**src/rtl/pulse_handshake_tx.sv**
```systemverilog
// pulse_handshake_tx: source end of a four-phase req/ack pulse-transfer channel.
// Single-cycle pulses become level requests that a slower receiver can sample.
// Pulses arriving mid-handshake are queued in a saturating counter and sent
// back-to-back. ack_in is asynchronous and passes through a flop chain first.
module pulse_handshake_tx #(
    parameter int SYNC_STAGES = 2,
    parameter int CNT_W       = 4
) (
    input  logic             clk_fast,
    input  logic             rst,
    input  logic             pulse_in,
    input  logic             ack_in,
    output logic             req_out,
    output logic             busy,
    output logic [CNT_W-1:0] pending,
    output logic             sent,
    output logic             overflow
);

    typedef enum logic [1:0] {
        IDLE     = 2'd0,
        REQ      = 2'd1,
        WAIT_LOW = 2'd2
    } state_t;

    state_t                 state_q, state_d;
    logic                   req_q, req_d;
    logic [CNT_W-1:0]       pending_q, pending_d;
    logic [SYNC_STAGES-1:0] ack_sync_q;
    logic                   ack_sync;
    logic                   inc, dec, sat, overflow_c;

    assign ack_sync = ack_sync_q[SYNC_STAGES-1];

    // Synchronizer chain for the asynchronous acknowledge level
    always_ff @(posedge clk_fast) begin
        if (rst) begin
            ack_sync_q <= '0;
        end else begin
            ack_sync_q <= {ack_sync_q[SYNC_STAGES-2:0], ack_in};
        end
    end

    // Next-state, queue increment/decrement and request level decode
    always_comb begin
        state_d = state_q;
        inc     = 1'b0;
        dec     = 1'b0;
        case (state_q)
            IDLE: begin
                // ack_sync deliberately ignored here: a spurious ack does nothing
                if (pulse_in) state_d = REQ;
            end
            REQ: begin
                inc = pulse_in;
                if (ack_sync) state_d = WAIT_LOW;
            end
            WAIT_LOW: begin
                if (ack_sync) begin
                    inc = pulse_in;
                end else if (pending_q != '0) begin
                    // Queued pulse launches; a coincident new pulse takes its
                    // slot in the queue, so the count only drops without one.
                    state_d = REQ;
                    dec     = ~pulse_in;
                end else if (pulse_in) begin
                    state_d = REQ;
                end else begin
                    state_d = IDLE;
                end
            end
            default: state_d = IDLE;
        endcase

        sat        = (pending_q == '1);
        overflow_c = inc & sat;

        pending_d = pending_q;
        if (inc && !sat) begin
            pending_d = pending_q + CNT_W'(1);
        end else if (dec) begin
            pending_d = pending_q - CNT_W'(1);
        end

        req_d = (state_d == REQ);
    end

    // FSM, request level and pending-pulse counter registers
    always_ff @(posedge clk_fast) begin
        if (rst) begin
            state_q   <= IDLE;
            req_q     <= 1'b0;
            pending_q <= '0;
        end else begin
            state_q   <= state_d;
            req_q     <= req_d;
            pending_q <= pending_d;
        end
    end

    // Strobes are decoded from registers (and pulse_in), never from raw ack_in
    assign sent     = ~rst & (state_q == REQ) & ack_sync;
    assign overflow = ~rst & overflow_c;
    assign req_out  = req_q;
    assign pending  = pending_q;
    assign busy     = (state_q != IDLE) | (pending_q != '0);

endmodule

```
**config.mk**
```make
export PLATFORM = sky130hd
export DESIGN_NAME = pulse_handshake_tx
export DESIGN_NICKNAME = d
export VERILOG_FILES = /design/src/rtl/pulse_handshake_tx.sv
export SDC_FILE = /design/constraint.sdc
export NUM_CORES = 1
export LEC_CHECK = 0
export ABC_AREA = 0
export BUFFER_PORTS_ARGS = -buffer_cell sky130_fd_sc_hd__clkbuf_2
export CORE_AREA = 2 2 39 41
export DETAILED_ROUTE_END_ITERATION = 10
export DIE_AREA = 0 0 41 43
export PLACE_DENSITY = 0.76
export SLEW_MARGIN = 20
export SYNTH_ARGS = -nofsm -noshare
export SYNTH_HDL_FRONTEND = slang
export SYNTH_SLANG_ARGS = --single-unit
```
**constraint.sdc**
```tcl
create_clock -name clk_fast -period 5.95 [get_ports clk_fast]
set_clock_uncertainty 0.1 [all_clocks]
set_input_delay 0 -clock clk_fast [delete_from_list [all_inputs] [get_ports clk_fast]]
set_output_delay 0 -clock clk_fast [all_outputs]
set_load 0.05 [all_outputs]
```
==> impl_results.rst, run 1 <==
.. list-table::
   :header-rows: 1

   * - Metric
     - Value
   * - Peak clock frequency supported by timing
     - 402 MHz
   * - Area growth from synthesis to layout
     - 21.8%
   * - Fraction of synthesized cell area taken by the top area cell type
     - 30.8%
   * - Gr ovfl total
     - 0
   * - Crit-path cells
     - inv_1, ha_1, nand2_1, nor3b_2, inv_1, ha_1, a21oi_1, a21boi_0, mux2i_1, o211ai_1
   * - Layout net count
     - 97
   * - Actual slew at the worst max-slew pin
     - 0.561 ns
   * - Clock transition at the register clock pins on the worst setup and hold paths after CTS
     - 0.06 ns
   * - Net Count, Synth
     - 79
   * - Worst setup timing slack at the placement stage
     - 3.49 ns
   * - Via count of the first global-routing pass
     - 448
   * - Boundary pin count
     - 12
   * - Number of distinct library cell variants in the gate-level netlist after synthesis
     - 29
   * - RSZ-0062 raised after global routing
     - no
   * - Count of nets left with antenna violations after detail routing
     - 0
   * - Launching point of the worst reg2reg path
     - state_q[1]
   * - Final count of pins violating max slew
     - 0
   * - Worst VDD drop
     - 0.0943 mV
   * - Pin count of the biggest net entering global routing
     - 13
   * - Number of sinks handled by clock tree synthesis
     - 9
   * - Fraction of layout cells with a size suffix above 1
     - 21.2%
   * - Peak per-stage delay on the critical path
     - 0.38 ns
   * - Maximum buffer depth of the clock tree
     - 2
   * - Type of element launching the critical path
     - flop
   * - Chip width
     - 41 microns
   * - Length of the first detailed-routing pass in iterations
     - 4
   * - Area of all sequential standard cells
     - 180 sq um
   * - CP Capture Type
     - flop
   * - Crit path arrival time
     - 2.54 ns
   * - R2R setup slack
     - 3.46 ns
   * - Clock buffers created by TritonCTS
     - 3
   * - Die Span Y
     - 43 microns
   * - Number of buffers added on ports
     - 11
   * - Post-layout instance area
     - 712 sq um
   * - Highest-delay cell along the critical path
     - dfxtp_1
   * - Flip-flop cell with the highest count after synthesis
     - dfxtp_1
   * - H-tree Lvls
     - 1
   * - Utilization after layout
     - 51.4%
   * - Max-capacitance violation count
     - 0
   * - Synthesis Warnings
     - 0
   * - Leakage power
     - 0.297 nW
   * - Crit path launch
     - state_q[1]
   * - Setup TNS after final layout
     - 0 ns
   * - Top area cells in the synthesized netlist
     - dfxtp_1, ha_1, a21oi_1, inv_1, fa_1
   * - Sequential element share of the synthesized area
     - 30.8%
   * - Post-route minimum period
     - 2.49 ns
   * - Count of buffers added by post-CTS timing repair for setup
     - 0
   * - Std-Cell Rows
     - 14
   * - Post-route clock period utilization
     - 41.8%
   * - Type of the most critical hold path
     - in -> reg
   * - Clock latency on the worst-skew pair
     - 0.27 ns
   * - Iteration-0 DRC Markers
     - 7
   * - Aggregate routed wire length
     - 1.11 mm
   * - Initial cell density of the core
     - 42.2%
   * - Diode count
     - 0
   * - Per-cell routed wire length
     - 11.0 microns
   * - Hold-critical path endpoint
     - pending[3]
   * - Global-route usage over all layers
     - 15.4%
   * - First-pass GRT wire length
     - 1.85 mm
   * - DRC violations left
     - 0
   * - Mean instance size in the synthesized netlist
     - 8.59 sq um
   * - Flip-flop and latch count after synthesis
     - 9
   * - Final count of hold timing violations
     - 0
   * - Clock tree root driver cell
     - clkbuf_4
   * - Count of cells along the worst hold path
     - 4
   * - Placer congestion estimate
     - 0.755
   * - Post-route worst hold slack
     - 0.0631 ns
   * - TritonCTS clock tree
     - yes
   * - Final Worst Setup Slack
     - 3.46 ns
   * - Top fanout value on the critical path
     - 7
   * - Total power density per cell area
     - 221 mW/mm^2
   * - Result of the run
     - complete, no violations
   * - Via total after detailed routing
     - 533
   * - Number of flops mapped to enable cells by yosys
     - 0
   * - Syn Std Cell Area
     - 584 sq um
   * - Die outline area
     - 0.00176 sq mm
   * - Half-perimeter wire length after detailed placement
     - 846 microns
   * - FFs w/ async S/R, synth
     - 0%
   * - Worst Setup Path Type
     - reg -> reg
   * - Number of fill cells
     - 143
   * - Total core area
     - 0.00138 sq mm
   * - Per-cell via count in the routed design
     - 5.28
   * - Top cell types by occurrence after synthesis
     - a21oi_1, dfxtp_1, ha_1, inv_1, nand2_1
   * - Slew HR
     - 62.1%
   * - Most area-hungry cell type in the Yosys netlist
     - dfxtp_1
   * - Total area of multi-input combinational cells
     - 378 sq um
   * - Data required, critical path
     - 6.00 ns
   * - Capture point of the worst reg-to-reg path
     - pending[3]
   * - Cell count after synthesis
     - 68
   * - Placed cell areas
     - 656 sq um
   * - Critical hold path startpoint
     - pulse_in
   * - Antenna violations before repair
     - 0
   * - Final setup violation count
     - 0
   * - Register-to-Register Path Depth
     - 10
[cells in the final DEF, fill, tap and decap left out, types with 3 or more instances in the layout]
| cell type | Yosys | routed |
|---|---|---|
| clkbuf_2 | 0 | 11 |
| a21oi_1 | 9 | 9 |
| dfxtp_1 | 9 | 9 |
| inv_1 | 6 | 6 |
| ha_1 | 6 | 6 |
| nand2_1 | 5 | 5 |
| nand3_1 | 4 | 4 |
| nor3_1 | 3 | 3 |
| clkbuf_4 | 0 | 3 |
| dlygate4sd3_1 | 0 | 3 |
[what timing repair did]
| action | 4_1_cts | 5_1_grt |
|---|---|---|
| gates resized for setup | 0 | 0 |
| hold buffers | 3 | 0 |
| endpoints found under the hold margin | 6 | 0 |
[cells by family after synthesis]
logic type / count (synthesis) / share of synthesized area (%)
compound gates: 16 / 16.1
fa+ha+maj: 7 / 16.3
flops: 9 / 30.8
buf+inv: 7 / 4.50
simple gates: 26 / 27.4
xor+xnor: 1 / 1.50
mux: 2 / 3.43
[flip-flops by register name, indices dropped and copies added, names as in the netlist]
| register | flops |
|---|---|
| pending | 4 |
| state_q | 2 |
| ack_sync_q | 2 |
| req_out | 1 |
[power breakdown]
group / leakage [nW] / internal, mW / switching [mW] / total [mW]
clock network: 0.0150 / 0.0259 / 0.0221 / 0.0480
registers: 0.0735 / 0.0637 / 0.00337 / 0.0671
logic: 0.208 / 0.0141 / 0.0279 / 0.0420
[layer usage]
metal  GRT usage [%]  up-vias  wire length (microns)
met4            10.0        0                     16
met3            3.14        2                     29
met5               0        -                      0
met1            22.3      243                    544
li1                -      278                      -
met2            20.0       10                    517
[worst max path at each step]
stage                 end  slack, ns  cells after the start
4_1_cts        pending[3]       3.48                     10
5_1_grt        pending[3]       3.24                     10
3_5_place_dp   pending[3]       3.49                     10
3_3_place_gp   pending[3]       3.54                     10
2_1_floorplan    overflow       3.46                      2
6_report       pending[3]       3.46                     10
[worst max-delay path: cells and delay by family (launching register included)]
family | cells | cell delay [ns]
flip-flops | 1 | 0.38
adder cells (fa/ha/maj) | 2 | 0.63
AO/OA/AOI/OAI | 3 | 0.43
buffers and inverters | 2 | 0.29
AND/OR/NAND/NOR | 2 | 0.39
multiplexers | 1 | 0.14
[cell type report]
type                    count  area share [%]
flip-flops and latches      9            25.3
clock buffers               4            3.69
inverters                   6            3.16
repair buffers             14            12.0
multi-input cells          52            53.1
well taps                  16            2.81
[through the flow]
step                      power [mW]  instances
after floorplan                0.100         68
after global placement         0.108         94
after detailed placement       0.109         94
after CTS                      0.159        101
after global routing           0.167        101
final                          0.157        101
No activity file was read; power rests on OpenSTA's default activity.
==> run 2, diff against run 1 <==
--- a/config.mk
+++ b/config.mk
@@ -10,7 +10,7 @@
 export CORE_AREA = 2 2 39 41
 export DETAILED_ROUTE_END_ITERATION = 10
 export DIE_AREA = 0 0 41 43
-export PLACE_DENSITY = 0.76
+export PLACE_DENSITY = 0.79
 export SLEW_MARGIN = 20
 export SYNTH_ARGS = -nofsm -noshare
 export SYNTH_HDL_FRONTEND = slang
==> constraint.sdc (replaced) <==
create_clock -name clk_fast -period 2 [get_ports clk_fast]
set_clock_uncertainty 0.1 [all_clocks]
set_input_delay 0 -clock clk_fast [delete_from_list [all_inputs] [get_ports clk_fast]]
set_output_delay 0 -clock clk_fast [all_outputs]
set_load 0.05 [all_outputs]
==> impl_results.rst, run 2 (synthesized netlist as in run 1, its figures left out) <==
.. list-table::
   :header-rows: 1

   * - Metric
     - Value
   * - Max-capacitance violation count
     - 0
   * - Via total after detailed routing
     - 601
   * - Fraction of layout cells with a size suffix above 1
     - 54.3%
   * - Slew HR
     - 60.6%
   * - Global-route usage over all layers
     - 20.4%
   * - CP Capture Type
     - flop
   * - Iteration-0 DRC Markers
     - 12
   * - Die outline area
     - 0.00176 sq mm
   * - Length of the first detailed-routing pass in iterations
     - 4
   * - Failing checks
     - setup timing
   * - Via count of the first global-routing pass
     - 594
   * - Utilization after layout
     - 65.7%
   * - Fin cells
     - 110
   * - Aggregate routed wire length
     - 1.45 mm
   * - Std-Cell Rows
     - 14
   * - TritonCTS clock tree
     - yes
   * - Final Worst Setup Slack
     - -0.0512 ns
   * - Per-cell routed wire length
     - 13.2 microns
   * - Inst Count DP
     - 101
   * - DRC violations left
     - 0
   * - Placed cell areas
     - 788 sq um
   * - Initial cell density of the core
     - 42.2%
   * - Area growth from synthesis to layout
     - 55.7%
   * - Cell family with most CP delay
     - adder cells
   * - RSZ-0062 raised after global routing
     - yes
   * - Count of nets left with antenna violations after detail routing
     - 0
   * - Cell with the most instances on the worst path
     - ha_4
   * - Post-layout instance area
     - 910 sq um
   * - Clock buffers created by TritonCTS
     - 3
   * - Half-perimeter wire length after detailed placement
     - 1.10 mm
   * - Number of buffers added on ports
     - 11
   * - Pin count of the biggest net entering global routing
     - 13
   * - Crit-path cells
     - inv_4, ha_4, nand2_4, nor3b_4, inv_2, ha_4, a21oi_4, and2_4, nand2_1, o211ai_1
   * - Antenna violations before repair
     - 0
   * - Layout net count
     - 106
   * - Per-cell via count in the routed design
     - 5.46
   * - Maximum buffer depth of the clock tree
     - 2
   * - Most common library cell in the layout ignoring fill and taps
     - clkbuf_2
   * - Largest register FFs
     - 4
   * - Final count of hold timing violations
     - 0
   * - Total area of multi-input combinational cells
     - 495 sq um
   * - Chip width
     - 41 microns
   * - Gr ovfl total
     - 0
   * - Worst Setup Path Type
     - reg -> reg
   * - Most used cells in the layout excluding fill and tap cells
     - clkbuf_2, buf_4, a21oi_1, dfxtp_2
   * - Result of the run
     - finished, violations left
   * - Final count of pins violating max slew
     - 0
   * - Number of sinks handled by clock tree synthesis
     - 9
   * - Number of fill cells
     - 111
   * - Peak per-stage delay on the critical path
     - 0.37 ns
   * - Area of all sequential standard cells
     - 190 sq um
   * - Final setup violation count
     - 3
   * - H-tree Lvls
     - 1
   * - Top fanout value on the critical path
     - 4
   * - Worst VDD drop
     - 0.400 mV
   * - Total power density per cell area
     - 566 mW/mm^2
   * - Power after layout
     - 515 uW
   * - Highest-delay cell along the critical path
     - dfxtp_4
   * - Crit path buffers/inverters
     - 2
   * - Type of element launching the critical path
     - flop
   * - Actual slew at the worst max-slew pin
     - 0.583 ns
   * - First-pass GRT wire length
     - 2.45 mm
   * - Data required, critical path
     - 2.06 ns
   * - Clock transition at the register clock pins on the worst setup and hold paths after CTS
     - 0.06 ns
   * - Leakage power
     - 0.364 nW
   * - Total core area
     - 0.00138 sq mm
   * - Clock tree root driver cell
     - clkbuf_4
   * - Placer congestion estimate
     - 0.745
   * - Post-route minimum period
     - 2.05 ns
   * - Crit path arrival time
     - 2.12 ns
   * - Post-route clock period utilization
     - 103%
   * - Die Span Y
     - 43 microns
   * - Diode count
     - 0
   * - Peak clock frequency supported by timing
     - 488 MHz
   * - Boundary pin count
     - 12
   * - Clock latency on the worst-skew pair
     - 0.26 ns
   * - Type of the most critical hold path
     - in -> reg
## run 2: per-layer routing
metal / global-route usage [%] / routed length, microns / up-vias
met2: 32.2 / 719 / 21
met4: 10.0 / 38 / 0
met5: 0 / 0 / -
met1: 24.3 / 628 / 279
met3: 5.24 / 67 / 6
li1: - / - / 295
## run 2: final cells by class
type                            instances  share of cell area (%)
Multi-Input combinational cell         52                    54.5
Timing Repair Buffer                   23                    16.8
Sequential cell                         9                    20.9
Tap cell                               16                    2.20
Inverter                                6                    2.75
Clock buffer                            4                    2.89
## run 2: worst paths after layout
kind	to	slack (ns)	from	depth (start not counted)
max	pending[3]	-0.05	state_q[1]	10
min reg2reg	ack_sync_q[1]	0.35	ack_sync_q[0]	1
min	pending[3]	0.14	pulse_in	4
max reg2reg	pending[3]	-0.05	state_q[1]	10
## run 2: per-stage QoR
step | hold WS [ns] | setup TNS (ns) | setup slack (ns)
after global routing | 0.153 | -0.291 | -0.131
final | 0.141 | -0.0539 | -0.0512
after floorplan | 0.0282 | -0.00695 | -0.00695
after detailed placement | 0.127 | -0.166 | -0.0860
after CTS | 0.130 | -0.162 | -0.0754
after global placement | 0.107 | 0 | 0.0132
## run 2: worst register-to-register path, cell delays in order, from the launching register on
cell and delay, ns:
dfxtp_4 0.37, inv_4 0.05, ha_4 0.26, nand2_4 0.05
nor3b_4 0.21, inv_2 0.11, ha_4 0.26, a21oi_4 0.16
and2_4 0.16, nand2_1 0.04, o211ai_1 0.19
## run 2: timing repair
item                       4_1_cts  5_1_grt
buffers inserted                 2        0
resized for setup                4        6
pin swaps                        3        2
hold endpoints to repair         6        0
setup endpoints to repair        2        3
hold buffers                     3        0
## run 2: power breakdown
part           switching [mW]  total (mW)  internal, mW
Clock                  0.0604       0.137        0.0767
Sequential             0.0108       0.201         0.190
Combinational           0.104       0.177        0.0731
Total                   0.175       0.515         0.340
==> run 3, diff against run 2 <==
--- a/config.mk
+++ b/config.mk
@@ -10,7 +10,8 @@
 export CORE_AREA = 2 2 39 41
 export DETAILED_ROUTE_END_ITERATION = 10
 export DIE_AREA = 0 0 41 43
-export PLACE_DENSITY = 0.79
+export PLACE_DENSITY = 0.76
+export SKIP_LAST_GASP = 1
 export SLEW_MARGIN = 20
 export SYNTH_ARGS = -nofsm -noshare
 export SYNTH_HDL_FRONTEND = slang
==> constraint.sdc (replaced) <==
create_clock -name clk_fast -period 2.3 [get_ports clk_fast]
set_clock_uncertainty 0.1 [all_clocks]
set_input_delay 0 -clock clk_fast [delete_from_list [all_inputs] [get_ports clk_fast]]
set_output_delay 0 -clock clk_fast [all_outputs]
set_load 0.05 [all_outputs]
==> impl_results.rst, run 3 (synthesized netlist as in run 1, its figures left out) <==
.. list-table::
   :header-rows: 1

   * - Metric
     - Value
   * - Final Worst Setup Slack
     - 0.107 ns
   * - Die Span Y
     - 43 microns
   * - Via total after detailed routing
     - 539
   * - Max-capacitance violation count
     - 0
   * - Std-Cell Rows
     - 14
   * - Power after layout
     - 406 uW
   * - Clock tree root driver cell
     - clkbuf_4
   * - Clock latency on the worst-skew pair
     - 0.25 ns
   * - Die outline area
     - 0.00176 sq mm
   * - DRC violations left
     - 0
   * - Total core area
     - 0.00138 sq mm
   * - CP Capture Type
     - flop
   * - Per-cell routed wire length
     - 11.8 microns
   * - Final count of pins violating max slew
     - 0
   * - Data required, critical path
     - 2.37 ns
   * - Worst VDD drop
     - 0.277 mV
   * - Aggregate routed wire length
     - 1.22 mm
   * - Clock buffers created by TritonCTS
     - 3
   * - Post-route clock period utilization
     - 95.4%
   * - Count of nets left with antenna violations after detail routing
     - 0
   * - Most used cells in the layout excluding fill and tap cells
     - clkbuf_2, dfxtp_1, a21oi_1
   * - Most common library cell in the layout ignoring fill and taps
     - clkbuf_2
   * - First-pass GRT wire length
     - 1.93 mm
   * - Boundary pin count
     - 12
   * - Crit-path cells
     - inv_1, ha_1, nand2_1, nor3b_2, inv_2, ha_4, nand3_1, a21boi_0, mux2i_1, o211ai_1
   * - Placer congestion estimate
     - 0.749
   * - Worst setup timing slack at the placement stage
     - -0.0189 ns
   * - Gr ovfl total
     - 0
   * - Slew HR
     - 60.0%
   * - Result of the run
     - complete, no violations
   * - Worst Setup Path Type
     - reg -> reg
   * - Total power density per cell area
     - 536 mW/mm^2
   * - Post-route minimum period
     - 2.19 ns
   * - TritonCTS clock tree
     - yes
   * - Final setup violation count
     - 0
   * - Via count of the first global-routing pass
     - 468
   * - Pin count of the biggest net entering global routing
     - 13
   * - Cell family with most CP delay
     - adder cells
   * - Maximum buffer depth of the clock tree
     - 2
   * - Number of fill cells
     - 133
   * - Setup TNS after final layout
     - 0 ns
   * - Crit path buffers/inverters
     - 2
   * - Clock transition at the register clock pins on the worst setup and hold paths after CTS
     - 0.06 ns
   * - Iteration-0 DRC Markers
     - 9
   * - Largest register FFs
     - 4
   * - Diode count
     - 0
   * - Initial cell density of the core
     - 42.2%
   * - Top fanout value on the critical path
     - 4
   * - Length of the first detailed-routing pass in iterations
     - 3
   * - Half-perimeter wire length after detailed placement
     - 901 microns
   * - Number of sinks handled by clock tree synthesis
     - 9
   * - Fraction of layout cells with a size suffix above 1
     - 30.7%
   * - Peak per-stage delay on the critical path
     - 0.38 ns
   * - Global-route usage over all layers
     - 15.6%
   * - Type of the most critical hold path
     - in -> reg
   * - Final count of hold timing violations
     - 0
   * - Leakage power
     - 0.314 nW
   * - Number of buffers added on ports
     - 11
   * - Antenna violations before repair
     - 0
   * - Per-cell via count in the routed design
     - 5.18
   * - Highest-delay cell along the critical path
     - dfxtp_1
   * - Area growth from synthesis to layout
     - 29.8%
   * - Type of element launching the critical path
     - flop
   * - Chip width
     - 41 microns
   * - Peak clock frequency supported by timing
     - 456 MHz
   * - H-tree Lvls
     - 1
   * - Crit path arrival time
     - 2.26 ns
   * - Layout net count
     - 100
   * - Actual slew at the worst max-slew pin
     - 0.592 ns
## run 3: cell types whose count changed in the layout (fill, tap and decap cells not counted), moves of 2 or more
cell and change:
buf_4 -5, dfxtp_1 +6, dfxtp_2 -5, ha_1 +4, ha_4 -3, inv_1 +2
## run 3: report_power, final
part	switching, mW	internal [mW]	leakage, nW
Sequential	0.00779	0.165	0.0735
Clock	0.0498	0.0665	0.0150
Combinational	0.0764	0.0406	0.226
## run 3: per-layer routing
| layer | vias to the layer above | wire, microns | global-route usage [%] |
|---|---|---|---|
| met5 | - | 0 | 0 |
| met4 | 0 | 0 | 4.00 |
| met3 | 0 | 26 | 3.14 |
| met2 | 6 | 600 | 24.7 |
| met1 | 249 | 597 | 20.8 |
| li1 | 284 | - | - |
## run 3: worst paths after layout
check                              startpoint            end  slack (ns)  cells after the start
worst min register to register  ack_sync_q[0]  ack_sync_q[1]        0.33                      1
worst min-delay path                 pulse_in     pending[3]        0.11                      4
worst max-delay path               state_q[1]     pending[3]        0.11                     10
worst max register to register     state_q[1]     pending[3]        0.11                     10
## run 3: timing repair
action                                  in CTS  in global routing
endpoints found under the hold margin        2                  0
hold buffers                                 2                  0
gates resized for setup                      1                  3
buffers inserted                             0                  0
endpoints found under the setup margin       1                  1
## run 3: cell type report
type                            instances  area, sq um  area share [%]
Multi-Input combinational cell         52          404            53.3
Sequential cell                         9          180            23.8
Timing Repair Buffer                   17          105            13.9
Clock buffer                            4         26.3            3.47
Inverter                                6         22.5            2.97
Tap cell                               16         20.0            2.64
## run 3: tightest hold or removal path: cells and delay by family
family	cells	cell delay, ns
and+or+nand+nor	2	0.18
buffers and inverters	1	0.13
AOI/OAI and AO/OA	1	0.09
## run 3: metrics by stage
stage	utilization, %	hold slack [ns]	instance area (sq um)	std cells
floorplan	-	0.0282	591	68
CTS	53.6	0.0924	742	104
global placement	50.0	0.108	692	98
global route	54.8	0.133	758	104
detailed placement	50.0	0.114	692	98
finish	54.8	0.108	758	104
